--- src/rtl/float_div_pkg.sv ---
// float_div_pkg: shared state encoding and constants for the single-precision divider.
package float_div_pkg;
    typedef enum logic [2:0] {IDLE, SETUP, DIVIDE, NORM, DONE} state_t;
    localparam int         BIAS    = 127;
    localparam int         QBITS   = 26;
    localparam logic [7:0] EXP_INF = 8'hFF;
endpackage

--- src/rtl/div_core.sv ---
// div_core: restoring mantissa divider producing floor(dividend*2^25/divisor), one bit per cycle.
module div_core
    import float_div_pkg::*;
(
    input  logic        clk,
    input  logic        reset,
    input  logic        load,
    input  logic [23:0] dividend,
    input  logic [23:0] divisor,
    output logic [25:0] quotient,
    output logic [23:0] remainder,
    output logic        finished
);
    logic [23:0] dvs;
    logic [23:0] dsr;
    logic [4:0]  cnt;
    logic [24:0] part;
    logic [24:0] diff;
    logic        ge;
    // The load edge already retires the first quotient bit, so 25 more steps follow.
    always_comb begin
        part = load ? {1'b0, dividend} : {remainder, 1'b0};
        dsr  = load ? divisor : dvs;
        diff = part - {1'b0, dsr};
        ge   = part >= {1'b0, dsr};
    end
    // High during the cycle whose edge retires the last quotient bit.
    assign finished = cnt == 5'd1;
    always_ff @(posedge clk or negedge reset) begin
        if (!reset) begin
            dvs       <= '0;
            cnt       <= '0;
            quotient  <= '0;
            remainder <= '0;
        end else if (load || cnt != 5'd0) begin
            dvs       <= dsr;
            cnt       <= load ? 5'(QBITS - 1) : cnt - 5'd1;
            quotient  <= load ? {25'd0, ge} : {quotient[24:0], ge};
            remainder <= ge ? diff[23:0] : part[23:0];
        end
    end
endmodule

--- src/rtl/float_divider.sv ---
// float_divider: iterative IEEE-754 single-precision divider with special-case
// classification, round-half-up and overflow/underflow flushing.
module float_divider
    import float_div_pkg::*;
(
    input  logic        clk,
    input  logic        reset,
    input  logic [31:0] a,
    input  logic [31:0] b,
    input  logic        start,
    output logic        busy,
    output logic        done,
    output logic [31:0] result,
    output logic        exception,
    output logic        overflow,
    output logic        underflow,
    output logic        div_by_zero
);
    state_t             state, state_next;
    logic [31:0]        op_a, op_b;
    logic               sign, a_zero, b_zero, any_inf, special, load, finished;
    logic [25:0]        quotient;
    logic [23:0]        rem_unused;
    logic [31:0]        special_result;
    logic signed [9:0]  exp_raw, exp_adj, exp_rnd;
    logic [22:0]        mant;
    logic               guard, ovf, unf;
    logic [23:0]        rounded;

    div_core u_core (
        .clk      (clk),
        .reset    (reset),
        .load     (load),
        .dividend ({1'b1, op_a[22:0]}),
        .divisor  ({1'b1, op_b[22:0]}),
        .quotient (quotient),
        .remainder(rem_unused),
        .finished (finished)
    );

    // Zero exponent means zero: denormal mantissas are flushed.
    always_comb begin
        sign           = op_a[31] ^ op_b[31];
        a_zero         = op_a[30:23] == 8'd0;
        b_zero         = op_b[30:23] == 8'd0;
        any_inf        = op_a[30:23] == EXP_INF || op_b[30:23] == EXP_INF;
        special        = any_inf | a_zero | b_zero;
        special_result = (b_zero && !a_zero && !any_inf) ? {sign, EXP_INF, 23'd0} : {sign, 31'd0};
        load           = state == SETUP && !special;
        exp_raw        = {2'b00, op_a[30:23]} - {2'b00, op_b[30:23]} + 10'(BIAS);
        mant           = quotient[25] ? quotient[24:2] : quotient[23:1];
        guard          = quotient[25] ? quotient[1] : quotient[0];
        exp_adj        = quotient[25] ? exp_raw : exp_raw - 10'sd1;
        rounded        = {1'b0, mant} + {23'd0, guard};
        exp_rnd        = exp_adj + {9'd0, rounded[23]};
        ovf            = exp_rnd >= 10'sd255;
        unf            = exp_rnd <= 10'sd0;
    end

    always_comb begin
        state_next = state;
        case (state)
            IDLE:    state_next = start ? SETUP : IDLE;
            SETUP:   state_next = special ? DONE : DIVIDE;
            DIVIDE:  state_next = finished ? NORM : DIVIDE;
            NORM:    state_next = DONE;
            default: state_next = IDLE;
        endcase
    end

    always_ff @(posedge clk or negedge reset) begin
        if (!reset) begin
            state       <= IDLE;
            op_a        <= '0;
            op_b        <= '0;
            busy        <= 1'b0;
            done        <= 1'b0;
            result      <= '0;
            exception   <= 1'b0;
            overflow    <= 1'b0;
            underflow   <= 1'b0;
            div_by_zero <= 1'b0;
        end else begin
            state <= state_next;
            done  <= state == DONE;
            if (state == IDLE && start) begin
                op_a        <= a;
                op_b        <= b;
                busy        <= 1'b1;
                exception   <= 1'b0;
                overflow    <= 1'b0;
                underflow   <= 1'b0;
                div_by_zero <= 1'b0;
            end else if (state == DONE) begin
                busy <= 1'b0;
            end
            if (state == SETUP && special) begin
                result      <= special_result;
                exception   <= any_inf | (a_zero & b_zero);
                div_by_zero <= b_zero & ~a_zero & ~any_inf;
            end
            if (state == NORM) begin
                result    <= ovf ? {sign, EXP_INF, 23'd0} : unf ? {sign, 31'd0} : {sign, exp_rnd[7:0], rounded[22:0]};
                overflow  <= ovf;
                underflow <= unf;
            end
        end
    end
endmodule

--- config.mk ---
export PLATFORM = sky130hd
export DESIGN_NAME = float_divider
export DESIGN_NICKNAME = d
export VERILOG_FILES = /design/src/rtl/float_div_pkg.sv /design/src/rtl/div_core.sv /design/src/rtl/float_divider.sv
export SDC_FILE = /design/constraint.sdc
export NUM_CORES = 1
export LEC_CHECK = 0
export CORE_MARGIN = 2
export CORE_UTILIZATION = 30
export CTS_BUF_LIST = sky130_fd_sc_hd__clkbuf_4 sky130_fd_sc_hd__clkbuf_8 sky130_fd_sc_hd__clkbuf_16
export DETAILED_ROUTE_END_ITERATION = 10
export PLACE_DENSITY = 0.48
export SETUP_SLACK_MARGIN = 0.02
export SLEW_MARGIN = 20
export SYNTH_ARGS = -nofsm -noshare
export SYNTH_HDL_FRONTEND = slang
export SYNTH_HIERARCHICAL = 1
export SYNTH_SLANG_ARGS = --single-unit
--- constraint.sdc ---
create_clock -name clk -period 6.2 [get_ports clk]
set_input_delay 1.55 -clock clk [delete_from_list [all_inputs] [get_ports clk]]
set_output_delay 1.55 -clock clk [all_outputs]
set_load 0.1 [all_outputs]
# Word-level counts from Yosys, hierarchy flattened
# Cells that the tools add are included.
[totals] reg_bits=184 in_bits=67 out_inout_bits=38 wordCells=82
[op_classes] addsub=7 magnitude_cmp=3 n_eq_ne=7 n_mux=24 bitwise_logic=9 reduce_logical=18
[ops] cell="$mux 31" count=3
[ops] cell="$mux 32" count=2
[ops] cell="$mux 24" count=2
[ops] cell="$mux 26" count=1
[ops] cell="$ge 25x24->1" count=1
[ops] cell="$mux 25" count=1
[ops] cell="$add 23x1->24" count=1
[ops] cell="$sub 24x24->24" count=1
[ops] cell="$mux 23" count=1
[ops] cell="$eq 8x8->1 const B" count=2
[ops] cell="$logic_not 8->1" count=2
[ops] cell="$pmux 3 s4" count=1
[ops] cell="$add 10x1->10" count=1
[ops] cell="$add 9x8->10 const B" count=1
[ops] cell="$ge 10x9->1 const B" count=1
[ops] cell="$le 10x1->1 const B" count=1
[ops] cell="$mux 1" count=10
[ops] cell="$mux 10" count=1
[ops] cell="$sub 10x2->10 const B" count=1
[ops] cell="$sub 8x8->9" count=1
[ops] cell="$reduce_bool 2->1" count=4
[ops] cell="$eq 3x2->1 const B" count=2
[ops] cell="$eq 5x1->1 const B" count=1
[ops] cell="$logic_and 1x1->1" count=5
[ops] cell="other kinds (13)" count=21

# Depth between registers and ports, before layout
[depth] word_depth=9 depth_mapped=23 mapped_depth_nobuf=18

# Cells and area by module
# Netlist, hierarchy kept.
[by_module_without_submodules] mod="float_divider" n_inst=1 cells_per_inst=733 area_each_um2=6498.7 seq_area_each_um2=2627.5
[by_module_without_submodules] mod="div_core" n_inst=1 cells_per_inst=549 area_each_um2=4959.8 seq_area_each_um2=1976.9

# Worst setup path before layout
# OpenSTA, ideal clock, no wires.
[synth_path] path_type="reg-to-reg" from="register u_core.quotient[25]" to="register result[13]" arrival_ns=4.969 required_ns=6.096 path_slack_ns=1.128 stages_incl_launch_ff=23 path_buffers=5 period_less_slack_ns=5.072 cell_sequence="dfrtp_1 buf_2 buf_2 buf_4 buf_4 mux2_2 ha_1 nand2_1 a2111oi_1 nand4_1 nor3_1 nor3b_2 nand4_1 nor2_1 ha_1 ha_1 and2_1 and2_1 and3_1 nor4_1 o31a_4 buf_6 o41ai_2"
[synth_between] elab_chain_len=7 word_cells_on_any_way=10
[synth_lines] element="from (decl)" line_no="div_core.sv:10" text="output logic [25:0] quotient,"
[synth_lines] element="from (signal assigned)" line_no="div_core.sv:38" text="quotient <= load ? {25'd0, ge} : {quotient[24:0], ge};"
[synth_lines] element="$mux 23 or $mux 1 (tied branches)" line_no="float_divider.sv:51, float_divider.sv:52"
[synth_lines] element="$add 23x1->24" line_no="float_divider.sv:54" text="rounded = {1'b0, mant} + {23'd0, guard};"
[synth_lines] element="$add 10x1->10" line_no="float_divider.sv:55" text="exp_rnd = exp_adj + {9'd0, rounded[23]};"
[synth_lines] element="$le 10x1->1" line_no="float_divider.sv:57" text="unf = exp_rnd <= 10'sd0;"
[synth_lines] element="$mux 31" line_no="float_divider.sv:103" text="result <= ovf ? {sign, EXP_INF, 23'd0} : unf ? {sign, 31'd0} : {sign, exp_rnd[7:0], rounded[22:0]};"
[synth_lines] element="$mux 31 (*)" line_no="float_divider.sv:103"
[synth_lines] element="$mux 32 (*)" line_no="float_divider.sv:102" text="if (state == NORM) begin"
[synth_lines] element="to (signal assigned)" line_no="float_divider.sv:98" text="result <= special_result;"
[synth_lines] element="to (signal assigned)" line_no="float_divider.sv:103"
[synth_lines] element="to (decl)" line_no="float_divider.sv:13" text="output logic [31:0] result,"
# Every way passes the cells marked *; elsewhere a longest branch is shown, timed or not.
# A chain may end at the register's enable or synchronous reset.

# Final worst setup path
[layout_path] from="register u_core.quotient[25]" to="register result[9]"
# The elaborated chain is that of the path after synthesis.

==> impl_metrics.csv <==
group,metric,value,unit
status,status,"finished, final reports clean",
clock_tree,cts.sinks,184,
logic_synthesis,synth_top_cell_by_area,"dfrtp_1",
clock_tree,cts_buffers,17,
logic_synthesis,synthFlopType,"dfrtp_1",
drt,via_per_inst,4.83,
cells_and_area,drive_gt1_share,13.0,%
critical_path,path_class,"register to register",
clock_tree,clk_latency,450,ps
logic_synthesis,synth_top_area_share,40.2,%
logic_synthesis,synth_area,11500,um2
die,die_h,199,um
clock_tree,clock_path_buffers,2,
placement,pre_cts_ws,927,ps
drt,first_pass_iters,8,
critical_path,cp_num_buf_inv,1,
min_path,holdPathEnd,"op_a[15]",
sta,holdWs,471,ps
critical_path,worstPathCellList,"mux2_2, ha_1, nand2_1, a2111oi_1, nand4_1, nor3_1, nor3b_2, nand4_1, nor2_1, ha_1, ha_1, and2_1, and2_1, nand4_1, nor3b_2, nor2_2, buf_4, o41ai_1",
global_route,grt_max_degree,105,
global_route,grt_pass1_wl,47.5,mm
drt,routed_wl,28.6,mm
logic_synthesis,syn_inst,1282,
sta,worst_slack,931,ps
critical_path,critPathTopFamily,"simple AND/OR/NAND/NOR gates",
critical_path,r2r.worst_path.cells,18,
sta,fin_crit,5270,ps
clock_tree,clk_pin_slew,70,ps
logic_synthesis,synth.area.top_cells,"dfrtp_1 (40%), nand2_1 (11%), mux2_2 (5.6%)",
logic_synthesis,ys_ff_latch,184,
critical_path,start_kind,"register",
sta,setup_viol,0,
logic_synthesis,yosysSeqAreaShare,40.2,%
critical_path,worstPathArrival,5600,ps
logic_synthesis,synth_edf_count,0,
die,rows,71,
cells_and_area,final_common_cell,"nand2_1",
drt,initialDrtViolationCount,392,
clock_tree,cts_max_level,4,
cells_and_area,area_growth,18.1,%
critical_path,regToRegEndpoint,"result[9]",
drt,vias,9083,
critical_path,r2r_start,"u_core/quotient[25]",
critical_path,cp_slowest_stage_delay,620,ps
critical_path,crit_path_max_fanout,21,
logic_synthesis,synth-warning-count,6,
sta,period_share,85.0,%
run,maxCapViolCount,0,
drt,drc,0,
cells_and_area,layout_common_cells,"nand2_1 (333), dfrtp_1 (184), clkdlybuf4s50_1 (103), nor2_1 (73), a21oi_1 (70)",
critical_path,endpoint_kind,"register",
clock_tree,root_buffer,"clkbuf_16",
critical_path,cp_slowest_cell,"a2111oi_1",
cells_and_area,antenna_cells,0,
min_path,hp-start,"op_a[15]",
die,io_pins,105,
logic_synthesis,synth-async-reset-ratio,100,%
global_route,antenna_found_initial,0,
sta,finClkSkew,12.8,ps
drt,drt.antenna.violating_nets,0,
sta,max_freq,190,MHz
placement,dp_hpwl,20.4,mm
placement,place.gp.congestion,0.802,
sta,slew_viol_final,0,
logic_synthesis,ys_types,95,
min_path,holdCritPathClass,"register to register",
clock_tree,cts_resized,0,
clock_tree,cts_tree,"done",
global_route,grt_usage,15.0,%
placement,portBuffers,104,
logic_synthesis,syn_area_per_cell,8.94,um2
die,die-area,39800,um2
die,die_w,199,um
min_path,min_path_cells,2,
critical_path,critPathRequiredTime,6530,ps
die,design.core.area,37700,um2
global_route,overflow,0,
critical_path,cp-startpoint,"u_core/quotient[25]",
sta,rsz0062_at_grt,"no",
drt,wl_per_cell,15.2,um
cells_and_area,fin_nets,1465,
sta,tns,0,ps
die,start_util,30.4,%
sta,slew_headroom,25.5,%
global_route,grt_pass1_vias,9058,
sta,worstMarginPinSlew,1110,ps
clock_tree,holdBufCountCts,0,
critical_path,r2r_setup_slack,930,ps
sta,hold_viol,0,
clock_tree,postCtsSetupBuffers,0,
-- layer usage --
layer | share of wire, % | wire [um] | up-vias | global-route usage, %
met5 | 0 | 0 | - | 0
met4 | 0.95 | 273 | 0 | 3.35
met3 | 3.0 | 852 | 19 | 2.80
met2 | 47 | 13600 | 132 | 25.0
met1 | 49 | 13900 | 4371 | 20.3
li1 | - | - | 4561 | -
-- sequential cells by signal, indices dropped and copies added (netlist names), 3 cells and up --
name              flops
u_core/dvs           24
result               32
u_core/quotient      26
op_b                 32
u_core/cnt            5
op_a                 32
state                 3
u_core/remainder     24
-- worst min-delay path: stages, from the launching register on --
cell,delay [ps]
dfrtp_1,340
nand2_1,50
nand2_1,50
-- cell type report --
class / count / area, um2
clock buffers: 19 / 440
repair buffers: 118 / 1160
multi-input cells: 977 / 6310
flip-flops and latches: 184 / 4600
well taps: 511 / 639
inverters: 57 / 214
fillers: 4006 / 24100
clock inverters: 13 / 160
-- kinds of logic after synthesis --
family	count (synthesis)	share of synthesized area, %
AO/OA/AOI/OAI	235	15.7
XOR/XNOR	71	6.01
adder cells (fa/ha/maj)	43	4.83
buffers and inverters	122	4.90
flip-flops	184	40.2
multiplexers	71	6.82
other	1	0.0327
AND/OR/NAND/NOR	555	21.5
-- cell usage after synthesis (4+ instances only) --
cell type,count
xor2_1,30
mux2_2,57
a21o_1,8
buf_6,9
nand3_1,31
o21a_1,7
dfrtp_1,184
a31oi_1,20
nor4_1,11
buf_2,6
o21ai_1,5
o221a_2,8
inv_1,56
o21ai_0,37
and3_1,8
buf_4,4
nand4_1,14
nand2b_1,10
or3_1,10
nor2b_1,8
a211oi_1,9
mux2i_1,14
buf_1,7
xnor2_1,33
a21oi_1,70
and2_1,11
clkbuf_1,36
xnor2_2,6
nand2_1,333
ha_1,41
o31ai_1,8
nor3_1,15
nor2_1,74
o41ai_2,20
-- worst max-delay path by stage --
| stage | to | slack (ps) | depth (start not counted) |
|---|---|---|---|
| after floorplan | result[13] | 1130 | 22 |
| after global placement | result[9] | 1090 | 18 |
| after detailed placement | result[9] | 930 | 18 |
| after CTS | result[9] | 890 | 18 |
| after global routing | result[14] | 330 | 18 |
| final | result[9] | 930 | 18 |
-- per-stage QoR --
stage | utilization (%) | instance area [um2] | std cells
finish | 35.9 | 13500 | 1879
global route | 35.9 | 13500 | 1879
CTS | 35.9 | 13500 | 1879
detailed placement | 34.3 | 12900 | 1847
global placement | 34.3 | 12900 | 1847
floorplan | - | 11500 | 1283
Power is left out: the tool's default activity adds up to more than one toggle a clock period on the data nets, which glitch-free logic cannot reach.
